==> src/rtl/oam_dma_ctrl_pkg.sv <==
// Shared constants, state encodings and a helper for the sprite DMA controller.
package oam_dma_ctrl_pkg;

    localparam logic [15:0] DMA_TRIGGER_ADDR  = 16'h4014;
    localparam logic [15:0] DMA_OAM_DATA_ADDR = 16'h2004;
    localparam int          DMA_BYTES         = 256;

    localparam logic [2:0] ST_IDLE  = 3'd0;
    localparam logic [2:0] ST_HALT  = 3'd1;
    localparam logic [2:0] ST_ALIGN = 3'd2;
    localparam logic [2:0] ST_READ  = 3'd3;
    localparam logic [2:0] ST_WRITE = 3'd4;

    typedef struct packed {
        logic        cpu_halt;
        logic        dma_active;
        logic [15:0] dma_addr;
        logic [7:0]  dma_wr_data;
        logic        dma_read_en;
        logic        dma_write_en;
    } dma_bus_t;

    function automatic logic is_last_byte(input logic [7:0] idx);
        return idx == 8'(DMA_BYTES - 1);
    endfunction

endpackage

==> src/rtl/oam_dma_ctrl_if.sv <==
// CPU-side trigger/halt signals and the DMA bus that the system mux routes to the decoder.
interface oam_dma_ctrl_if;
    logic [15:0] cpu_addr;
    logic [7:0]  cpu_data_in;
    logic        cpu_write_en;
    logic        cpu_halt;
    logic        dma_active;
    logic [15:0] dma_addr;
    logic [7:0]  dma_wr_data;
    logic        dma_read_en;
    logic        dma_write_en;
    logic [7:0]  dma_rd_data;
    logic        dma_done;

    modport master (
        input  cpu_addr, cpu_data_in, cpu_write_en, dma_rd_data,
        output cpu_halt, dma_active, dma_addr, dma_wr_data,
               dma_read_en, dma_write_en, dma_done
    );

    modport slave (
        output cpu_addr, cpu_data_in, cpu_write_en, dma_rd_data,
        input  cpu_halt, dma_active, dma_addr, dma_wr_data,
               dma_read_en, dma_write_en, dma_done
    );
endinterface

==> src/rtl/oam_dma_ctrl.sv <==
// Sprite DMA: halts the CPU and copies one 256-byte page into sprite RAM
// through the OAM data port, one read/write pair per byte.
module oam_dma_ctrl
    import oam_dma_ctrl_pkg::*;
#(
    parameter logic [15:0] TRIGGER_ADDR  = DMA_TRIGGER_ADDR,
    parameter logic [15:0] OAM_DATA_ADDR = DMA_OAM_DATA_ADDR
) (
    input  logic           clk,
    input  logic           rst,
    oam_dma_ctrl_if.master bus
);

    logic [2:0] state_q, state_d;
    logic [7:0] page_q, page_d;
    logic [7:0] idx_q, idx_d;
    logic       parity_q;
    logic       done_q, done_d;
    logic       trigger_s;
    dma_bus_t   out_s;

    assign trigger_s = (state_q == ST_IDLE) && bus.cpu_write_en &&
                       (bus.cpu_addr == TRIGGER_ADDR);

    // Next-state logic; triggers outside IDLE are ignored so page never reloads mid-transfer.
    always_comb begin
        state_d = state_q;
        page_d  = page_q;
        idx_d   = idx_q;
        done_d  = 1'b0;
        case (state_q)
            ST_IDLE: begin
                if (trigger_s) begin
                    page_d  = bus.cpu_data_in;
                    idx_d   = 8'd0;
                    state_d = ST_HALT;
                end else begin
                    state_d = ST_IDLE;
                end
            end
            ST_HALT: begin
                if (parity_q) begin
                    state_d = ST_ALIGN;
                end else begin
                    state_d = ST_READ;
                end
            end
            ST_ALIGN: state_d = ST_READ;
            ST_READ:  state_d = ST_WRITE;
            ST_WRITE: begin
                idx_d = idx_q + 8'd1;
                if (is_last_byte(idx_q)) begin
                    state_d = ST_IDLE;
                    done_d  = 1'b1;
                end else begin
                    state_d = ST_READ;
                end
            end
            default: state_d = ST_IDLE;
        endcase
    end

    // State registers; parity free-runs so the HALT cycle can pick up the odd-cycle alignment.
    always_ff @(posedge clk) begin
        if (rst) begin
            state_q  <= ST_IDLE;
            page_q   <= 8'd0;
            idx_q    <= 8'd0;
            parity_q <= 1'b0;
            done_q   <= 1'b0;
        end else begin
            state_q  <= state_d;
            page_q   <= page_d;
            idx_q    <= idx_d;
            parity_q <= ~parity_q;
            done_q   <= done_d;
        end
    end

    // Moore output decode; only the write data passes straight through from the decoder.
    always_comb begin
        out_s = '0;
        case (state_q)
            ST_HALT, ST_ALIGN: out_s.cpu_halt = 1'b1;
            ST_READ: begin
                out_s.cpu_halt    = 1'b1;
                out_s.dma_active  = 1'b1;
                out_s.dma_addr    = {page_q, idx_q};
                out_s.dma_read_en = 1'b1;
            end
            ST_WRITE: begin
                out_s.cpu_halt     = 1'b1;
                out_s.dma_active   = 1'b1;
                out_s.dma_addr     = OAM_DATA_ADDR;
                out_s.dma_wr_data  = bus.dma_rd_data;
                out_s.dma_write_en = 1'b1;
            end
            default: out_s = '0;
        endcase
    end

    assign bus.cpu_halt     = out_s.cpu_halt;
    assign bus.dma_active   = out_s.dma_active;
    assign bus.dma_addr     = out_s.dma_addr;
    assign bus.dma_wr_data  = out_s.dma_wr_data;
    assign bus.dma_read_en  = out_s.dma_read_en;
    assign bus.dma_write_en = out_s.dma_write_en;
    assign bus.dma_done     = done_q;

endmodule

==> src/flat_wrapper.sv <==
// flat-port wrapper written by rule: the top's interface ports become plain ports
module oam_dma_ctrl_flat import oam_dma_ctrl_pkg::*;
#(
    parameter logic [15:0] TRIGGER_ADDR  = DMA_TRIGGER_ADDR,
    parameter logic [15:0] OAM_DATA_ADDR = DMA_OAM_DATA_ADDR
)
  (clk, rst, bus_cpu_addr, bus_cpu_data_in, bus_cpu_write_en, bus_dma_rd_data, bus_cpu_halt, bus_dma_active, bus_dma_addr, bus_dma_wr_data, bus_dma_read_en, bus_dma_write_en, bus_dma_done);
  oam_dma_ctrl_if bus_i ();
  input  logic clk;
  input  logic rst;
  input wire logic [$bits(bus_i.cpu_addr)-1:0] bus_cpu_addr;
  input wire logic [$bits(bus_i.cpu_data_in)-1:0] bus_cpu_data_in;
  input wire logic [$bits(bus_i.cpu_write_en)-1:0] bus_cpu_write_en;
  input wire logic [$bits(bus_i.dma_rd_data)-1:0] bus_dma_rd_data;
  output wire logic [$bits(bus_i.cpu_halt)-1:0] bus_cpu_halt;
  output wire logic [$bits(bus_i.dma_active)-1:0] bus_dma_active;
  output wire logic [$bits(bus_i.dma_addr)-1:0] bus_dma_addr;
  output wire logic [$bits(bus_i.dma_wr_data)-1:0] bus_dma_wr_data;
  output wire logic [$bits(bus_i.dma_read_en)-1:0] bus_dma_read_en;
  output wire logic [$bits(bus_i.dma_write_en)-1:0] bus_dma_write_en;
  output wire logic [$bits(bus_i.dma_done)-1:0] bus_dma_done;
  assign bus_i.cpu_addr = bus_cpu_addr;
  assign bus_i.cpu_data_in = bus_cpu_data_in;
  assign bus_i.cpu_write_en = bus_cpu_write_en;
  assign bus_i.dma_rd_data = bus_dma_rd_data;
  assign bus_cpu_halt = bus_i.cpu_halt;
  assign bus_dma_active = bus_i.dma_active;
  assign bus_dma_addr = bus_i.dma_addr;
  assign bus_dma_wr_data = bus_i.dma_wr_data;
  assign bus_dma_read_en = bus_i.dma_read_en;
  assign bus_dma_write_en = bus_i.dma_write_en;
  assign bus_dma_done = bus_i.dma_done;
  oam_dma_ctrl #(.TRIGGER_ADDR(TRIGGER_ADDR), .OAM_DATA_ADDR(OAM_DATA_ADDR)) u_core (.clk(clk), .rst(rst), .bus(bus_i));
endmodule
==> config.mk <==
export PLATFORM = sky130hd
export DESIGN_NAME = oam_dma_ctrl_flat
export DESIGN_NICKNAME = d
export VERILOG_FILES = /design/src/rtl/oam_dma_ctrl_pkg.sv /design/src/rtl/oam_dma_ctrl_if.sv /design/src/rtl/oam_dma_ctrl.sv /design/src/flat_wrapper.sv
export SDC_FILE = /design/constraint.sdc
export NUM_CORES = 1
export LEC_CHECK = 0
export ABC_AREA = 0
export CAP_MARGIN = 20
export CORE_UTILIZATION = 35
export CTS_CLUSTER_SIZE = 20
export DETAILED_ROUTE_END_ITERATION = 10
export PLACE_DENSITY = 0.75
export REMOVE_ABC_BUFFERS = 1
export SLEW_MARGIN = 40
export SYNTH_ARGS = -nofsm -noshare
export SYNTH_HDL_FRONTEND = slang
export SYNTH_SLANG_ARGS = --single-unit
==> constraint.sdc <==
create_clock -name clk -period 1.3 [get_ports clk]
set_input_delay 0.13 -clock clk [delete_from_list [all_inputs] [get_ports clk]]
set_output_delay 0.13 -clock clk [all_outputs]
set_load 0.005 [all_outputs]
# Word level (Yosys, flattened, before mapping)
# Cells that the tools add are included.
# op_classes
reduce_logical	8
muxes	12
addsub	1
n_bitwise	2
eq_ne	7
# op_table
cell	n
17-bit case mux with 2 select lines	1
16-bit by 15-bit equality test with 1-bit output, second input constant	1
8-bit two-way mux	2
8-bit case mux with 2 select lines	1
3-bit case mux with 5 select lines	1
8-bit by 1-bit adder with 8-bit output, second input constant	1
8-bit equality test, second input constant	1
3-bit by 2-bit equality test with 1-bit output, second input constant	2
1-bit two-way mux	6
2-bit AND reduction	2
4-bit OR reduction	1
3-bit by 1-bit equality test with 1-bit output, second input constant	1
3-bit equality test, second input constant	1
3-bit zero test	1
1-bit logical AND	2
2-bit two-way mux	1
2-bit by 1-bit inequality test with 1-bit output, second input constant	1
1-bit NOT	2
2-bit nonzero test	1
2-bit OR reduction	1
# word_totals
register_bits	21
input_bits	35

# Depth between registers and ports, before layout
# logic_depth
word_depth	5
mapped_depth	6
ltp_nobuf	6

# Least setup slack after synthesis
# Ideal clock, no wire load.
# synth_timing
kind	reg-to-reg
from	register u_core.state_q[2]
to	register u_core.page_q[0]
path_buffers	2
setup_time_ps	72
required_ps	1228
path_stages_with_launch	7
arrival_ps	1324
path_slack_ps	-96
path_cell_list	dfxtp_1 buf_6 nor4b_4 nand3_2 nor2_4 buf_8 mux2i_1
# synth_via
elab_chain_cells	4
# synth_rtl
element	line	source
from (decl)	oam_dma_ctrl.sv:14	logic [2:0] state_q, state_d;
from (signal assigned)	oam_dma_ctrl.sv:72	state_q <= state_d;
3-bit zero test *	oam_dma_ctrl.sv:22, oam_dma_ctrl.sv:31	
1-bit logical AND (2 in a row)	oam_dma_ctrl.sv:22	assign trigger_s = (state_q == ST_IDLE) && bus.cpu_write_en &&
2-bit AND reduction (no line) *	n/a	
to (signal assigned)	oam_dma_ctrl.sv:73	page_q <= page_d;
to (decl)	oam_dma_ctrl.sv:15	logic [7:0] page_q, page_d;
# Mark *: on every way between the ends. The rest lies on a longest branch, timed or not.
# A chain may end at the register's enable or synchronous reset.

# Final worst setup path
# layout_timing
from	register u_core.state_q[1]
to	output bus_dma_addr[3]
# layout_via
elab_chain_cells	2
word_cells_on_any_way	3
cone_classes	2 x eq/ne; 1 x mux
# layout_rtl
element	line	source
3-bit equality test / 3-bit by 2-bit equality test with 1-bit output (equally long branches)	oam_dma_ctrl.sv:83	case (state_q)
17-bit case mux with 2 select lines *	oam_dma_ctrl.sv:83	
to (decl)	flat_wrapper.sv:17	output wire logic [$bits(bus_i.dma_addr)-1:0] bus_dma_addr;
# Marks and branches as above.

==> summary.txt <==
STA
  • Top achievable clock speed: between 600 and 700 MHz
  • Final Hold Viols: 0
  • Final hold slack: between 0.3 and 0.4 ns
  • Min cycle time layout: between 1.5 and 2 ns
  • Max-slew violations: 0
  • RSZ-0062 raised after global routing: true
  • Setup ws final: -0.2851 ns
  • Slew Limit Headroom: 75.69%
  • Setup-failing EPs final: 45
  • Tcrit/Tclk final: 121.9%
  • Total Negative Setup Slacks: -9.771 ns
  • Final Skew: 0.01060 ns
  • Worst Max-Slew Pin Slew: 0.3596 ns

Route
  • Avg WL per Cell: around 15 microns
  • Post-route ant nets: 0
  • 1st-iter DRT viols: between 50 and 60
  • DRT Wirelength: roughly 4600 microns
  • DRC errors left: 0
  • Total number of vias: 1,528
  • Via density: approximately 5
  • 1st-pass router iterations: 4

Worst setup path
  • CP Cell Sequence: nand2_4 > nor2_4 > buf_6 > buf_6 > buf_6 > and2_1 > buf_2
  • CP delay by family, top: buffers and inverters
  • Data required time at the worst endpoint: between 1 and 1.5 ns
  • Crit path buffers/inverters: 4
  • Critical Path AT: 1.46 ns
  • Crit path to: bus_dma_addr[3]
  • CP Launch Type: register
  • CP endpoint kind: output pin
  • Max incr delay on CP: just over 0.4 ns
  • R2R Path End: u_core.idx_q[7]
  • R2R setup slack: -0.29 ns
  • Reg2reg start: u_core.state_q[0]
  • Crit path kind: reg2out
  • Crit path depth: 7
  • R2R depth: 7
  • CP Launch Point: u_core.state_q[1]
  • Maximum net fanout on the critical path: 3
  • Crit-path slowest cell: dfxtp_4
  • Most frequent CP cell: buf_6

Job
  • Max Cap Viol: 0

Status
  • Status: complete, but fails checks
  • Failing checks: negative setup slack

Yosys
  • Mapped Area: approximately 1200 sq um
  • Post-synthesis simple-gate area fraction: 41.38%
  • Yosys warns: 0
  • Number of synthesized flops with an enable pin: 0
  • Main synth FF type: dfxtp_1
  • Synth Area in Adders: 1.027%
  • Area leader, netlist: dfxtp_1
  • Synth Area in Compound Gates: 9.548%
  • Synth Area in XOR/XNOR: about 2.2%
  • Synth cell types: 36
  • Synth async-reset ratio: 0%
  • Main combinational cell family by area after synthesis: simple AND/OR/NAND/NOR gates
  • Yosys reg bits: 21
  • Yosys top cell area share: about 34%
  • Post-synthesis sequential area ratio: 34.50%
  • Mean Syn Cell Area: between 8 and 9 sq um
  • Top post-synthesis cells by area: dfxtp_1 (34%), and2_1 (11%), nand2b_1 (8.7%)
  • Mapped Cells: ~140
  • Mux cell area share after synthesis: ~6.6%

Die
  • Die area: about 3700 sq um
  • Die Wd: around 61 microns
  • Core area: 3337 sq um
  • Initial core utilization: a little over a third
  • DIE HEIGHT: 61.01 microns
  • Ports: 64
  • Row count: 21

Global route
  • Antenna violations before repair: 0
  • Largest net degree at the start of global routing: 22
  • GRT Total Usage: between 20% and 30%
  • Vias in the first global route: between 1,000 and 1,500
  • First-pass GRT wire length: approximately 6400 microns
  • Overflow after GRT: 0

Clocking
  • CTS H-tree lvls: 1
  • CTS Sinks: 21
  • Hold buffer count at CTS: 0
  • Num CTS Buffers: 3
  • TritonCTS clock tree: built
  • Root Driver: clkbuf_4
  • Clk slew on worst S/H paths: about 0.13 ns
  • Clk_lat worst skew: a little over 0.3 ns
  • CTS Buffer Depth: 2

Layout
  • Final core utilization: 76.08%
  • Finished Cell Area: around 2500 sq um
  • Area grow syn2layout: 108.3%
  • Non-Filler Instances: slightly above 300
  • Fraction of layout cells with a size suffix above 1: around 50%
  • Fin nets: ~300
  • Antenna Cells: 0

Pwr
  • Sequential share of power: 56.9%
  • Clock network power share: between 20% and 30%
  • Sw Ratio: roughly 23%
  • Power Density: 445.1 nW/um^2
  • Leak: 1.098 nW
  • Largest vdd supply drop: 0.4601 mV
  • Comb power frac: 14.2%
  • Internal: 874.3 uW
  • Net switching power: around 260 uW

Placed design
  • Placed insts: roughly 270
  • GP Congestion: about 0.84
  • Post-DP Area: 2108 sq um
  • Port Buffers: 63
  • DP HPWL: roughly 2700 microns

Min path
  • Min-delay worst type: in2reg
[worst min-delay path: cells and delay by family]
family / cells / cell delay (ns)
buf+inv: 1 / 0.39
simple gates: 1 / 0.06
mux: 1 / 0.06
[flip-flops by register name (all words and copies together) (netlist names)]
register             cells
u_core.page_q            8
u_core.idx_q             8
u_core.bus.dma_done      1
u_core.parity_q          1
u_core.state_q           3
[worst min-delay path by stage]
| stage | cells after the start | to | start | slack, ns |
|---|---|---|---|---|
| final | 3 | u_core.page_q[4] | bus_cpu_data_in[4] | 0.36 |
| after global routing | 3 | u_core.page_q[7] | bus_cpu_data_in[7] | 0.38 |
| after CTS | 3 | u_core.page_q[4] | bus_cpu_data_in[4] | 0.38 |
| after detailed placement | 1 | u_core.parity_q | u_core.parity_q | 0.42 |
| after global placement | 1 | u_core.parity_q | u_core.parity_q | 0.40 |
| after floorplan | 1 | u_core.parity_q | rst | 0.20 |
[power groups by stage]
stage                     clock [mW]  combinational, mW  sequential (mW)
final                          0.326              0.161            0.643
after global routing           0.358              0.171            0.644
after CTS                      0.318              0.156            0.643
after detailed placement           0              0.151            0.663
after global placement             0              0.147            0.662
after floorplan                    0             0.0265            0.662
[metal layers]
metal | vias up | GRT usage (%) | routed length [microns]
li1 | 733 | - | -
met1 | 752 | 24.38 | 1797
met2 | 38 | 46.94 | 2604
met3 | 5 | 4.051 | 142
met5 | - | 0 | 0
met4 | 0 | 5.844 | 30
[Yosys cell counts, types with 3 or more instances]
master and n:
nand2_1 9, dfxtp_1 21, a31oi_1 3, nand3_1 4, a21oi_1 3, and2_1 22
nor4b_1 3, nand3b_1 4, nand2b_1 17, clkbuf_1 4, o21ai_0 7, mux2i_1 8
or3_1 3, o211ai_1 5
[cells in the final DEF (no fill, tap or decap), types with 3 or more instances in the layout]
master	count
buf_6	37
dfxtp_4	3
mux2i_1	8
nor2_4	3
and2_4	15
o211ai_1	5
nand3b_1	4
buf_2	11
a31oi_1	3
and2_1	7
nand2b_1	17
clkbuf_4	3
or3_1	3
clkdlybuf4s50_1	35
nand2_2	4
dfxtp_1	17
buf_4	36
o21ai_1	3
nand3_1	4
nand2_1	3
[final cells by class]
type,count,area (sq um)
timing repair buffer,121,1137
clock buffer,3,22.52
clock inverter,1,5.005
sequential,21,432.9
fill,220,798.3
multi-input combinational,110,865.8
timing repair inverter,1,7.507
tap,46,57.56
inverter,2,10.01
[per-stage QoR]
| stage | setup slack, ns | power (mW) |
|---|---|---|
| final | -0.2851 | 1.130 |
| after global routing | -0.3424 | 1.173 |
| after CTS | -0.2728 | 1.117 |
| after detailed placement | -0.4211 | 0.8139 |
| after global placement | -0.3542 | 0.8096 |
| after floorplan | -0.2346 | 0.6890 |
[cell families after synthesis]
kind of cell             count (synthesis)
AO/OA/AOI/OAI                           19
multiplexers                             8
buffers and inverters                   10
XOR/XNOR                                 3
flip-flops                              21
adder cells (fa/ha/maj)                  1
AND/OR/NAND/NOR                         79
[what timing repair did]
action                     in CTS  in global routing
buffers inserted               21                  5
pin swaps                      35                 11
gates cloned                    3                  0
hold endpoints to repair        0                  0
setup endpoints to repair      46                 48
resized for setup             170                 29
No activity file was read; power rests on OpenSTA's default activity.
